**config.mk**
```make
export PLATFORM = sky130hd
export DESIGN_NAME = distance_presence_ctrl
export DESIGN_NICKNAME = d
export VERILOG_FILES = /design/src/rtl/presence_pkg.sv /design/src/rtl/distance_presence_ctrl_median3.sv /design/src/rtl/distance_presence_ctrl.sv
export SDC_FILE = /design/constraint.sdc
export NUM_CORES = 1
export LEC_CHECK = 0
export CAP_MARGIN = 20
export CORE_ASPECT_RATIO = 0.6
export CORE_UTILIZATION = 30
export CTS_CLUSTER_DIAMETER = 100
export DETAILED_ROUTE_END_ITERATION = 8
export DONT_BUFFER_PORTS = 1
export PLACE_DENSITY = 0.53
export SLEW_MARGIN = 20
export SYNTH_ARGS = -nofsm -noshare
export SYNTH_HDL_FRONTEND = slang
export SYNTH_SLANG_ARGS = --single-unit
```
**constraint.sdc**
```tcl
create_clock -name clk -period 6.9 [get_ports clk]
set_input_delay 1.38 -clock clk [delete_from_list [all_inputs] [get_ports clk]]
set_output_delay 1.38 -clock clk [all_outputs]
set_load 0.02 [all_outputs]
```
**src/rtl/presence_pkg.sv**
```systemverilog
// Shared types and defaults for the distance/presence controller.
package presence_pkg;

  localparam int unsigned DIST_W = 12;

  localparam int unsigned DEF_MAX_VALID_CM = 400;
  localparam int unsigned DEF_NEAR_CM      = 30;
  localparam int unsigned DEF_FAR_CM       = 40;
  localparam int unsigned DEF_CONFIRM_N    = 3;
  localparam int unsigned DEF_TIMEOUT_CYC  = 30_000_000;

  // Presence FSM encoding, also exported on the pstate debug port.
  typedef enum logic [1:0] {
    ABSENT    = 2'd0,
    NEAR_PEND = 2'd1,
    PRESENT   = 2'd2,
    FAR_PEND  = 2'd3
  } pstate_t;

endpackage

```
**src/rtl/distance_presence_ctrl_median3.sv**
```systemverilog
// Combinational median of three unsigned distances.
module median3_u12
  import presence_pkg::*;
(
  input  logic [DIST_W-1:0] a,
  input  logic [DIST_W-1:0] b,
  input  logic [DIST_W-1:0] c,
  output logic [DIST_W-1:0] m
);

  logic [DIST_W-1:0] lo_ab;
  logic [DIST_W-1:0] hi_ab;
  logic [DIST_W-1:0] min_hi_c;

  // median = max(min(a,b), min(max(a,b), c)); ties resolve to the repeated value
  always_comb begin
    lo_ab    = (a < b) ? a : b;
    hi_ab    = (a < b) ? b : a;
    min_hi_c = (hi_ab < c) ? hi_ab : c;
    m        = (lo_ab > min_hi_c) ? lo_ab : min_hi_c;
  end

endmodule

```
**src/rtl/distance_presence_ctrl.sv**
```systemverilog
// Ultrasonic distance consumer: sample validation, median-of-3 filter,
// presence confirmation FSM and a no-data watchdog.
//
// Handshake: dist_valid is a single-cycle strobe with no back-pressure; the
// block always accepts. filt_valid is a single-cycle strobe, one cycle after
// the dist_valid that produced it, with filt_distance stable from then on.
module distance_presence_ctrl
  import presence_pkg::*;
#(
  parameter int unsigned MAX_VALID_CM = DEF_MAX_VALID_CM,
  parameter int unsigned NEAR_CM      = DEF_NEAR_CM,
  parameter int unsigned FAR_CM       = DEF_FAR_CM,
  parameter int unsigned CONFIRM_N    = DEF_CONFIRM_N,
  parameter int unsigned TIMEOUT_CYC  = DEF_TIMEOUT_CYC
) (
  input  logic              clk,
  input  logic              reset_p,
  input  logic              enable,
  input  logic              dist_valid,
  input  logic [DIST_W-1:0] distance,
  output logic [DIST_W-1:0] filt_distance,
  output logic              filt_valid,
  output logic              present,
  output logic              sensor_fault,
  output logic [1:0]        pstate
);

  localparam int unsigned     WD_W    = $clog2(TIMEOUT_CYC);
  localparam logic [WD_W-1:0] WD_TERM = WD_W'(TIMEOUT_CYC - 1);
  localparam logic [DIST_W-1:0] MAX_L  = DIST_W'(MAX_VALID_CM);
  localparam logic [DIST_W-1:0] NEAR_L = DIST_W'(NEAR_CM);
  localparam logic [DIST_W-1:0] FAR_L  = DIST_W'(FAR_CM);
  localparam logic [3:0]        CONF_L = 4'(CONFIRM_N);

  logic [DIST_W-1:0] s0_q, s1_q, s2_q;
  logic [1:0]        fill_q;
  logic [1:0]        bad_q;
  logic [WD_W-1:0]   wd_q;
  logic [DIST_W-1:0] med;
  logic              sample_ok;
  logic              wd_fire;

  pstate_t    state_q, state_d;
  logic [3:0] cnt_q, cnt_d;

  // Median of the incoming sample and the two most recent accepted ones
  median3_u12 u_median (
    .a (distance),
    .b (s0_q),
    .c (s1_q),
    .m (med)
  );

  assign sample_ok = (distance != '0) && (distance <= MAX_L);
  // A strobe on the terminal cycle counts as data arriving in time
  assign wd_fire   = enable && !dist_valid && (wd_q == WD_TERM);

  // Sample history, filter output, bad-sample count, watchdog and fault flag
  always_ff @(posedge clk or posedge reset_p) begin
    if (reset_p) begin
      s0_q          <= '0;
      s1_q          <= '0;
      s2_q          <= '0;
      fill_q        <= '0;
      bad_q         <= '0;
      wd_q          <= '0;
      filt_distance <= '0;
      filt_valid    <= 1'b0;
      sensor_fault  <= 1'b0;
    end else if (!enable) begin
      fill_q       <= '0;
      bad_q        <= '0;
      wd_q         <= '0;
      filt_valid   <= 1'b0;
      sensor_fault <= 1'b0;
    end else begin
      filt_valid <= 1'b0;
      if (dist_valid) begin
        wd_q <= '0;
        if (sample_ok) begin
          s2_q         <= s1_q;
          s1_q         <= s0_q;
          s0_q         <= distance;
          bad_q        <= '0;
          sensor_fault <= 1'b0;
          if (fill_q != 2'd3) fill_q <= fill_q + 2'd1;
          if (fill_q >= 2'd2) begin
            filt_distance <= med;
            filt_valid    <= 1'b1;
          end
        end else begin
          if (bad_q != 2'd3) bad_q <= bad_q + 2'd1;
          // A faulted sensor's history is discarded; recovery refills from empty
          if (bad_q >= 2'd2) begin
            sensor_fault <= 1'b1;
            fill_q       <= '0;
          end
        end
      end else if (wd_q == WD_TERM) begin
        sensor_fault <= 1'b1;
        fill_q       <= '0;
      end else begin
        wd_q <= wd_q + WD_W'(1);
      end
    end
  end

  // Presence state and confirmation counter registers
  always_ff @(posedge clk or posedge reset_p) begin
    if (reset_p) begin
      state_q <= ABSENT;
      cnt_q   <= '0;
    end else begin
      state_q <= state_d;
      cnt_q   <= cnt_d;
    end
  end

  // Next-state: hysteresis with CONFIRM_N consecutive qualifying filtered samples
  always_comb begin
    state_d = state_q;
    cnt_d   = cnt_q;
    if (filt_valid) begin
      case (state_q)
        ABSENT: begin
          if (filt_distance < NEAR_L) begin
            if (CONF_L == 4'd1) begin
              state_d = PRESENT;
              cnt_d   = '0;
            end else begin
              state_d = NEAR_PEND;
              cnt_d   = 4'd1;
            end
          end
        end
        NEAR_PEND: begin
          if (filt_distance < NEAR_L) begin
            if (cnt_q + 4'd1 >= CONF_L) begin
              state_d = PRESENT;
              cnt_d   = '0;
            end else begin
              cnt_d = cnt_q + 4'd1;
            end
          end else begin
            state_d = ABSENT;
            cnt_d   = '0;
          end
        end
        PRESENT: begin
          if (filt_distance > FAR_L) begin
            if (CONF_L == 4'd1) begin
              state_d = ABSENT;
              cnt_d   = '0;
            end else begin
              state_d = FAR_PEND;
              cnt_d   = 4'd1;
            end
          end
        end
        FAR_PEND: begin
          if (filt_distance > FAR_L) begin
            if (cnt_q + 4'd1 >= CONF_L) begin
              state_d = ABSENT;
              cnt_d   = '0;
            end else begin
              cnt_d = cnt_q + 4'd1;
            end
          end else begin
            state_d = PRESENT;
            cnt_d   = '0;
          end
        end
        default: begin
          state_d = ABSENT;
          cnt_d   = '0;
        end
      endcase
    end
    if (!enable || wd_fire) begin
      state_d = ABSENT;
      cnt_d   = '0;
    end
  end

  assign pstate  = state_q;
  assign present = (state_q == PRESENT) || (state_q == FAR_PEND);

endmodule

```
After elaboration in Yosys (flattened, before gate mapping)
Cells that the tools add are included.
{ "op_classes": {"addsub": 4, "n_lt_le_gt_ge": 9, "eq_ne": 16, "muxes": 43, "reduce_logical": 17} }
{ "op_table": {"columns": ["cell", "count"], "rows": [
  ["$mux W25", 3],
  ["$mux W12", 4],
  ["$mux W2", 18],
  ["$mux W4", 7],
  ["$add A25 B1 Y25 const B", 1],
  ["$eq A25 B25 Y1 const B", 1],
  ["$lt A12 B12 Y1", 2],
  ["$pmux W4 S4", 1],
  ["$gt A12 B12 Y1", 1],
  ["$gt A12 B6 Y1 const B", 1],
  ["$le A12 B9 Y1 const B", 1],
  ["$lt A12 B5 Y1 const B", 1],
  ["$reduce_bool A12 Y1", 1],
  ["$mux W1", 9],
  ["$ne A3 B3 Y1 const B", 3],
  ["$reduce_and A3 Y1", 3],
  ["$ne A4 B4 Y1 const B", 2],
  ["$pmux W2 S4", 1],
  ["$ne A3 B1 Y1 const B", 2],
  ["$reduce_and A5 Y1", 1],
  ["$add A2 B1 Y2 const B", 2],
  ["$add A4 B1 Y4 const B", 1],
  ["$eq A2 B2 Y1 const B", 2],
  ["$ge A2 B2 Y1 const B", 2],
  ["other kinds (13)", 19]
]} }
{ "word_totals": {"register_bits": 73, "inputBits": 16} }

Longest topological paths before layout
Gate-level depths: netlist of run 1.
{ "depth": {"depth_word": 7, "ltp_mapped": 26, "ltp_nobuf": 23} }

Modules after synthesis
Synthesis of run 1 repeated with hierarchy kept, for this count alone.
{ "hier_totals": {"cells_unflattened": 498, "hier_area_um2": 4911.0} }
{ "modules_own_cells": {"columns": ["mod", "instances", "cells_each", "area_each_um2", "seq_area_each_um2"], "rows": [
  ["distance_presence_ctrl", 1, 308, 3450.8, 1826.8],
  ["median3_u12", 1, 190, 1460.2, 0.0]
]} }

Worst setup path before layout of run 1
No wires, ideal clock.
{ "synth_path": {"kind": "input to register", "startpoint": "in distance[9]", "endpoint": "reg filt_distance[10]", "setup_ns": 0.128, "arrival_ns": 6.618, "required_time_ns": 6.772, "path_slack_ns": 0.153, "stages": 25, "n_path_buf": 3, "path_cell_list": "ha_1 a21oi_1 nor2_1 a211oi_1 and3_1 buf_2 mux2_2 ha_1 a21oi_1 o21ai_0 a221o_1 a2111oi_0 nor3_1 nor2_2 buf_4 mux2i_1 ha_1 nor2b_1 o211ai_1 a211oi_1 o31a_1 buf_2 or2_1 a211oi_1 nor3_1"} }
{ "synth_between": {"elab_chain_cells": 6} }
{ "synth_rtl": {"columns": ["element", "line_no", "text"], "rows": [
  ["start, declared", "distance_presence_ctrl.sv:20", "input logic [DIST_W-1:0] distance,"],
  ["$lt A12 B12 Y1", "distance_presence_ctrl_median3.sv:17, distance_presence_ctrl_median3.sv:18", null],
  ["$mux W12", "distance_presence_ctrl_median3.sv:18", "hi_ab = (a < b) ? b : a;"],
  ["$lt A12 B12 Y1", "distance_presence_ctrl_median3.sv:19", "min_hi_c = (hi_ab < c) ? hi_ab : c;"],
  ["$mux W12", "distance_presence_ctrl_median3.sv:19", null],
  ["$gt A12 B12 Y1", "distance_presence_ctrl_median3.sv:20", "m = (lo_ab > min_hi_c) ? lo_ab : min_hi_c;"],
  ["$mux W12", "distance_presence_ctrl_median3.sv:20", null],
  ["end signal, assigned", "distance_presence_ctrl.sv:88", "filt_distance <= med;"],
  ["end, declared", "distance_presence_ctrl.sv:21", "output logic [DIST_W-1:0] filt_distance,"]
]} }
Parallel ways exist; a longest one is shown, timed or not.
A chain may end at the register's enable or synchronous reset.

Worst setup path in the final report of run 1
{ "layout_path": {"startpoint": "in distance[9]", "endpoint": "reg filt_distance[6]"} }
The elaborated chain is that of the path after synthesis.

==> results of run 1 <==
-- layer usage --
metal,vias to the layer above,GRT usage (%),routed length [um]
met2,97,23.5,5530
met1,2079,27.4,7810
met5,-,0,0
met4,0,3.50,70
li1,2098,-,-
met3,7,3.83,748
-- cells by family (layout without fill, tap and decap cells) --
| group | after synthesis | after routing | share of synthesized area [%] |
|---|---|---|---|
| and+or+nand+nor | 223 | 223 | 22.6 |
| AOI/OAI and AO/OA | 126 | 126 | 16.6 |
| muxes | 26 | 26 | 5.52 |
| adders and majority gates | 41 | 41 | 10.2 |
| buffers and inverters | 57 | 76 | 4.74 |
| xor gates and xnor gates | 22 | 22 | 3.84 |
| DFF | 73 | 73 | 36.4 |
-- timing repair --
item	in CTS	in global routing
endpoints found under the hold margin	0	0
setup buffers	0	0
setup endpoints to repair	0	12
gates resized for setup	0	4
-- sequential cells by signal, summed over array words and instances (netlist names) --
signal,cells
pstate,2
fill_q,2
bad_q,2
wd_q,25
cnt_q,4
s0_q,12
filt_valid,1
s1_q,12
sensor_fault,1
filt_distance,12
-- worst max-delay path, delay by kind of cell --
family	cells	cell delay, ns
AO/OA/AOI/OAI	10	2.15
adder cells (fa/ha/maj)	3	0.90
buffers and inverters	5	0.84
multiplexers	2	0.61
AND/OR/NAND/NOR	6	0.88
-- cell usage in the layout, fill, tap and decap left out, drive strengths merged, types with 10 or more instances in the layout --
cell type  instances
dfrtp             73
nand2             64
nor2              45
ha                41
inv               32
o21ai             31
buf               30
a21oi             26
xor2              19
nor3              19
a211oi            17
nand3             14
nor4              14
and2              14
mux2i             13
mux2              13
nand4             12
o221ai            12
o22ai             12
clkbuf            10
or2               10
-- stage by stage --
| step | hold WS (ns) | area (um2) | instances | power [mW] |
|---|---|---|---|---|
| final | 0.511 | 5700 | 815 | 1.92 |
| after detailed placement | 0.497 | 5440 | 801 | 1.48 |
| after global placement | 0.495 | 5440 | 801 | 1.46 |
| after CTS | 0.516 | 5690 | 815 | 1.91 |
| after global routing | 0.540 | 5700 | 815 | 2.05 |
| after floorplan | 0.466 | 5010 | 568 | 1.14 |
-- where the power goes --
group	leakage, nW	switching (mW)	internal (mW)	total (mW)
logic	1.40	0.549	0.441	0.990
clock network	0.124	0.179	0.237	0.416
registers	0.963	0.0425	0.469	0.512
total	2.48	0.770	1.15	1.92
-- worst max-delay path by stage --
| stage | startpoint | end | slack [ns] | cells past startpoint |
|---|---|---|---|---|
| after floorplan | distance[9] | filt_distance[10] | 0.15 | 25 |
| after global placement | distance[11] | filt_distance[6] | 0.09 | 25 |
| after detailed placement | distance[5] | filt_distance[6] | -0.1 | 26 |
| after CTS | distance[9] | filt_distance[6] | 0.24 | 27 |
| after global routing | distance[9] | filt_distance[6] | 0.01 | 27 |
| final | distance[9] | filt_distance[6] | 0.32 | 26 |
-- layout make-up --
type | instances | area, um2 | area share, %
multi-input cells | 438 | 2960 | 52.0
well taps | 228 | 285 | 5.01
clock inverters | 4 | 22.5 | 0.395
clock buffers | 10 | 229 | 4.02
inverters | 32 | 120 | 2.11
flip-flops and latches | 73 | 1830 | 32.1
repair buffers | 30 | 250 | 4.39
==> qor.csv, run 1 <==
stage,metric,value,unit
sta,finalHoldViolations,0,
logic_synthesis,postSynth.asyncResetShare,100,%
pwr,leakage,2.48,nW
placement,dpl.hpwl,10900,um
job,maxCapViolCount,0,
logic_synthesis,synth_edf_count,0,
logic_synthesis,synth-main-ff-cell,dfrtp_1,
pwr,ir_worst_vdd,0.000191,V
drt,drc_errors,0,
clock_network,cts_max_level,3,
drt,via_count,4281,
floorplanning,coreArea,0.0163,mm2
placement,pre_cts_ws,-0.0993,ns
logic_synthesis,ys_warn_count,0,
setup_path,worst-path-max-fanout,13,
drt,drtPass1Iterations,5,
sta,fin_crit_sh,95.4,%
logic_synthesis,post-synth-top-count-cell,dfrtp_1,
drt,wl_per_cell,17.4,um
sta,maxSlewHeadroom,34.9,%
logic_synthesis,synthesis.nets,625,
floorplanning,die-width,169,um
floorplanning,die-area,0.0172,mm2
clock_network,cts.sinks,73,
floorplanning,rows,36,
placement,numPortBuffers,0,
sta,rsz0062_at_grt,false,
drt,postRouteAntennaNets,0,
sta,setup-violations-final,0,
final_layout,fill_cells,1638,
logic_synthesis,ys_top_cells_by_area,"dfrtp_1 (36%), ha_1 (10%), nand2_1 (4.8%), xor2_1 (3.3%), nor2_1 (3.3%)",
drt,drt_iter0_drc,357,
grt,antenna_found_initial,0,
pwr,powerDensity,337,mW/mm2
floorplanning,die_h,102,um
floorplanning,io_pins,33,
sta,layout_setup_ws,0.320,ns
min_path,min_from,s0_q[8],
setup_path,ff2ff_path_depth,27,
setup_path,cpMaxStageDelayCell,a221o_1,
grt,grt_pass1_wl,22900,um
setup_path,cp-end-kind,flop,
sta,tightest_slew,0.977,ns
sta,fin_setup_tns,0,ns
grt,grt_overflow,0,
drt,routed_via_density,5.25,
run_status,outcome,finished clean,
sta,finClkSkew,0.00753,ns
clock_network,clockBufferDepth,2,
placement,globalplace.congestion,0.935,
setup_path,critical_path_arrival,6.79,ns
logic_synthesis,ys_seq_area_share,36.4,%
setup_path,rrSetupSlack,0.84,ns
sta,slew_violations,0,
clock_network,clk_pin_slew,0.06,ns
floorplanning,start_util,30.8,%
clock_network,cts_tree,done,
logic_synthesis,synth_seq_cells,73,
min_path,hold_depth,2,
logic_synthesis,synth_top_area_cell,dfrtp_1,
setup_path,reg2reg_from,s0_q[9],
final_layout,fin_nets,641,
setup_path,timing.rr.end,filt_distance[6],
clock_network,numCtsBuffers,9,
sta,final.min_clock_period,6.58,ns
grt,grt_pass1_vias,4104,
clock_network,clk_root_buffer_cell,clkbuf_16,
sta,fmax,152,MHz
setup_path,crit_type,input pin to flop,
setup_path,critPathLaunchType,input pin,
logic_synthesis,synth_common_cells,"dfrtp_1 (73), nand2_1 (64), nor2_1 (44)",
min_path,min_to,s1_q[8],
grt,grt_usage,17.4,%
logic_synthesis,avgSynthCellArea,8.82,um2
final_layout,utilization,35.0,%
logic_synthesis,synth_area,0.00501,mm2
drt,wirelength,14200,um
min_path,hp-class,flop to flop,
clock_network,postCtsHoldBufs,0,
logic_synthesis,yosys.cell_types.count,54,
logic_synthesis,yosys.area.top_type_share,36.4,%
final_layout,antenna_cells,0,
setup_path,max_stage_delay,0.39,ns
grt,grt_max_degree,74,
clock_network,clk_latency,0.34,ns
setup_path,cpMostUsedCell,buf_4,
final_layout,drive_above_1_share,12.9,%
final_layout,areaGrowthSynthToFinish,13.7,%
setup_path,critical_path_required,7.11,ns
logic_synthesis,syn-instance-count,568,
Note: power is estimated with default switching activity, not from simulation.
==> inputs of run 2 (changes only) <==
--- a/config.mk
+++ b/config.mk
@@ -11,6 +11,7 @@
 export CTS_CLUSTER_DIAMETER = 100
 export DETAILED_ROUTE_END_ITERATION = 8
 export DONT_BUFFER_PORTS = 1
+export GPL_ROUTABILITY_DRIVEN = 0
 export PLACE_DENSITY = 0.53
 export SLEW_MARGIN = 20
 export SYNTH_ARGS = -nofsm -noshare
==> run 2 against run 1 <==
Compared with the run above:
- sequential share of layout area fell by 0.35 points
- worst hold slack improved by 0.0061 ns
- largest power group unchanged
- design area rose by 1.1%
- cell count rose by 0.25%
- die area did not move
- maximum frequency rose by 0.81%
- first-iteration DRC count rose by 22%
- via count rose by 3.9%
- power rose by 4.1%
==> qor.csv, run 2 (same netlist as run 1, synthesis figures left out) <==
stage,metric,value,unit,change
final_layout,fill_cells,1660,,+1.3%
drt,routed_via_density,5.44,,+3.6%
clock_network,clockBufferDepth,2,,unchanged
sta,setup-violations-final,0,,unchanged
grt,grt_usage,17.6,%,+0.20 points
grt,grt_max_degree,74,,unchanged
clock_network,cts.sinks,73,,unchanged
pwr,powerDensity,347,mW/mm2,+3.0%
final_layout,final_common_cell,dfrtp_1,,
clock_network,clk_pin_slew,0.06,ns,about the same
grt,antenna_found_initial,0,,unchanged
pwr,switching_share,40.1,%,-0.053 points
setup_path,max_stage_delay,0.41,ns,+0.02 ns
sta,finalHoldViolations,0,,unchanged
setup_path,cp_top_family,compound AO/OA/AOI/OAI gates,,
placement,dpl.hpwl,11100,um,+1.8%
final_layout,fin_nets,641,,unchanged
placement,numPortBuffers,0,,unchanged
floorplanning,die-width,169,um,unchanged
drt,drt_iter0_drc,434,,+22%
pwr,clkPwrFrac,23.7,%,+2.0 points
clock_network,clk_root_buffer_cell,clkbuf_16,,
placement,pre_cts_ws,-0.324,ns,-0.225 ns
min_path,hp-class,flop to flop,,
sta,final.min_clock_period,6.53,ns,-0.0529 ns
final_layout,final_cell_mix,"dfrtp_1 (73), nand2_1 (64), nor2_1 (44), ha_1 (41), inv_1 (31)",,
drt,wirelength,14500,um,+2.7%
floorplanning,io_pins,33,,unchanged
sta,tightest_slew,1.04,ns,+0.0592 ns
floorplanning,die_h,102,um,unchanged
final_layout,areaGrowthSynthToFinish,14.9,%,
setup_path,critPathLaunchType,input pin,,
setup_path,critical_path_arrival,6.74,ns,-0.05 ns
setup_path,crit_type,input pin to flop,,
pwr,switching_power,0.801,mW,+4.0%
sta,rsz0062_at_grt,false,,
drt,drtPass1Iterations,5,,unchanged
sta,finClkSkew,0.0101,ns,+0.00259 ns
clock_network,clk_latency,0.34,ns,about the same
setup_path,worst-path-buf-inv,3,,-2
grt,grt_pass1_vias,4206,,+2.5%
floorplanning,start_util,30.8,%,unchanged
grt,grt_pass1_wl,23100,um,+0.96%
drt,postRouteAntennaNets,0,,unchanged
sta,fmax,153,MHz,+0.81%
clock_network,numCtsBuffers,9,,unchanged
clock_network,cts_max_level,3,,unchanged
grt,grt_overflow,0,,unchanged
sta,maxSlewHeadroom,30.9,%,-3.9 points
final_layout,antenna_cells,0,,unchanged
pwr,leakage,2.50,nW,+0.72%
pwr,pwr-share-seq,25.6,%,-1.1 points
floorplanning,die-area,0.0172,mm2,unchanged
clock_network,cts_tree,done,,
final_layout,multi_input_area,0.00300,mm2,+1.1%
final_layout,drive_above_1_share,14.1,%,+1.1 points
pwr,power,2.00,mW,+4.1%
sta,fin_crit_sh,94.6,%,-0.77 points
setup_path,worst-path-max-fanout,13,,unchanged
sta,hold_slack,0.517,ns,+0.00610 ns
final_layout,largest_reg_flops,25,,unchanged
setup_path,cpMostUsedCell,ha_1,,
drt,via_count,4447,,+3.9%
setup_path,critical_path_required,7.12,ns,about the same
drt,drc_errors,0,,unchanged
setup_path,cp-end-kind,flop,,
drt,wl_per_cell,17.8,um,+2.5%
final_layout,largest_register,wd_q,,
setup_path,cpMaxStageDelayCell,a221o_1,,
sta,layout_setup_ws,0.373,ns,+0.0529 ns
run_status,outcome,finished clean,,
pwr,ir_worst_vdd,0.000219,V,+15%
floorplanning,rows,36,,unchanged
pwr,combPwrFrac,50.7,%,-0.9 points
job,maxCapViolCount,0,,unchanged
floorplanning,coreArea,0.0163,mm2,unchanged
pwr,internal_power,1.20,mW,+4.2%
final_layout,seq_area,0.00183,mm2,unchanged
sta,slew_violations,0,,unchanged
==> run 2: final timing paths <==
kind                              startpoint                to  slack, ns  depth (start not counted)
worst max-delay path            distance[11]  filt_distance[7]       0.37                         25
worst min-delay path                 s0_q[8]           s1_q[8]       0.52                          2
worst max register to register      s0_q[11]  filt_distance[7]       0.93                         26
worst min register to register       s0_q[8]           s1_q[8]       0.52                          2
max in group asynchronous            reset_p          cnt_q[3]       5.03                          2
min in group asynchronous            reset_p           s1_q[2]       1.22                          2
==> run 2: worst reg2reg max path, cell delays in order, from the launching register on <==
cell	delay, ns
dfrtp_1	0.37
inv_1	0.09
ha_1	0.31
and4_1	0.30
nand2_1	0.11
a211o_1	0.31
and3_4	0.23
mux2_2	0.29
ha_1	0.29
a21oi_1	0.14
o21ai_0	0.12
a221o_1	0.41
a2111oi_4	0.39
nor3_1	0.14
nor2_2	0.16
buf_4	0.20
mux2_2	0.35
ha_1	0.18
nor2b_1	0.11
o211ai_1	0.10
a211oi_1	0.21
o31a_1	0.24
buf_12	0.16
buf_4	0.14
o221ai_1	0.18
a21oi_1	0.25
nor3_1	0.08
==> run 2: metal layers <==
| layer | GRT usage [%] | vias to the layer above | wire length, um |
|---|---|---|---|
| li1 | - | 2090 | - |
| met1 | 26.5 | 2182 | 7530 |
| met2 | 24.6 | 156 | 5710 |
| met3 | 4.18 | 19 | 1090 |
| met4 | 4.83 | 0 | 210 |
| met5 | 0 | - | 0 |
==> run 2: what timing repair did <==
| item | in CTS | in global routing |
|---|---|---|
| hold buffers | 0 | 0 |
| setup endpoints to repair | 0 | 12 |
| resized for setup | 0 | 10 |
| setup buffers | 0 | 0 |
==> run 2: area by class of cell <==
class	instances	area share, %
Clock buffer	9	3.91
Clock inverter	7	1.19
Inverter	32	2.09
Multi-Input combinational cell	438	52.0
Sequential cell	73	31.7
Tap cell	228	4.95
Timing Repair Buffer	30	4.13
==> run 2: per-stage QoR <==
stage	TNS (ns)	cells	util [%]	cell area, um2
floorplan	0	568	-	5010
global placement	-0.00683	801	33.3	5420
detailed placement	-3.00	801	33.3	5420
CTS	0	817	35.2	5720
global route	0	817	35.4	5760
finish	0	817	35.4	5760
==> run 2: power groups by stage <==
stage / Sequential [mW] / Combinational, mW / Clock [mW]
6_report: 0.512 / 1.01 / 0.473
5_1_grt: 0.515 / 1.10 / 0.507
4_1_cts: 0.511 / 0.962 / 0.485
3_5_place_dp: 0.518 / 0.957 / 0
3_3_place_gp: 0.520 / 0.922 / 0
2_1_floorplan: 0.503 / 0.633 / 0
==> inputs of run 3 (changes only) <==
--- a/config.mk
+++ b/config.mk
@@ -13,6 +13,7 @@
 export DONT_BUFFER_PORTS = 1
 export GPL_ROUTABILITY_DRIVEN = 0
 export PLACE_DENSITY = 0.53
+export SKIP_LAST_GASP = 1
 export SLEW_MARGIN = 20
 export SYNTH_ARGS = -nofsm -noshare
 export SYNTH_HDL_FRONTEND = slang
==> results of run 3 <==
Same layout as run 2: the final DEF is identical, and so are final timing and power.
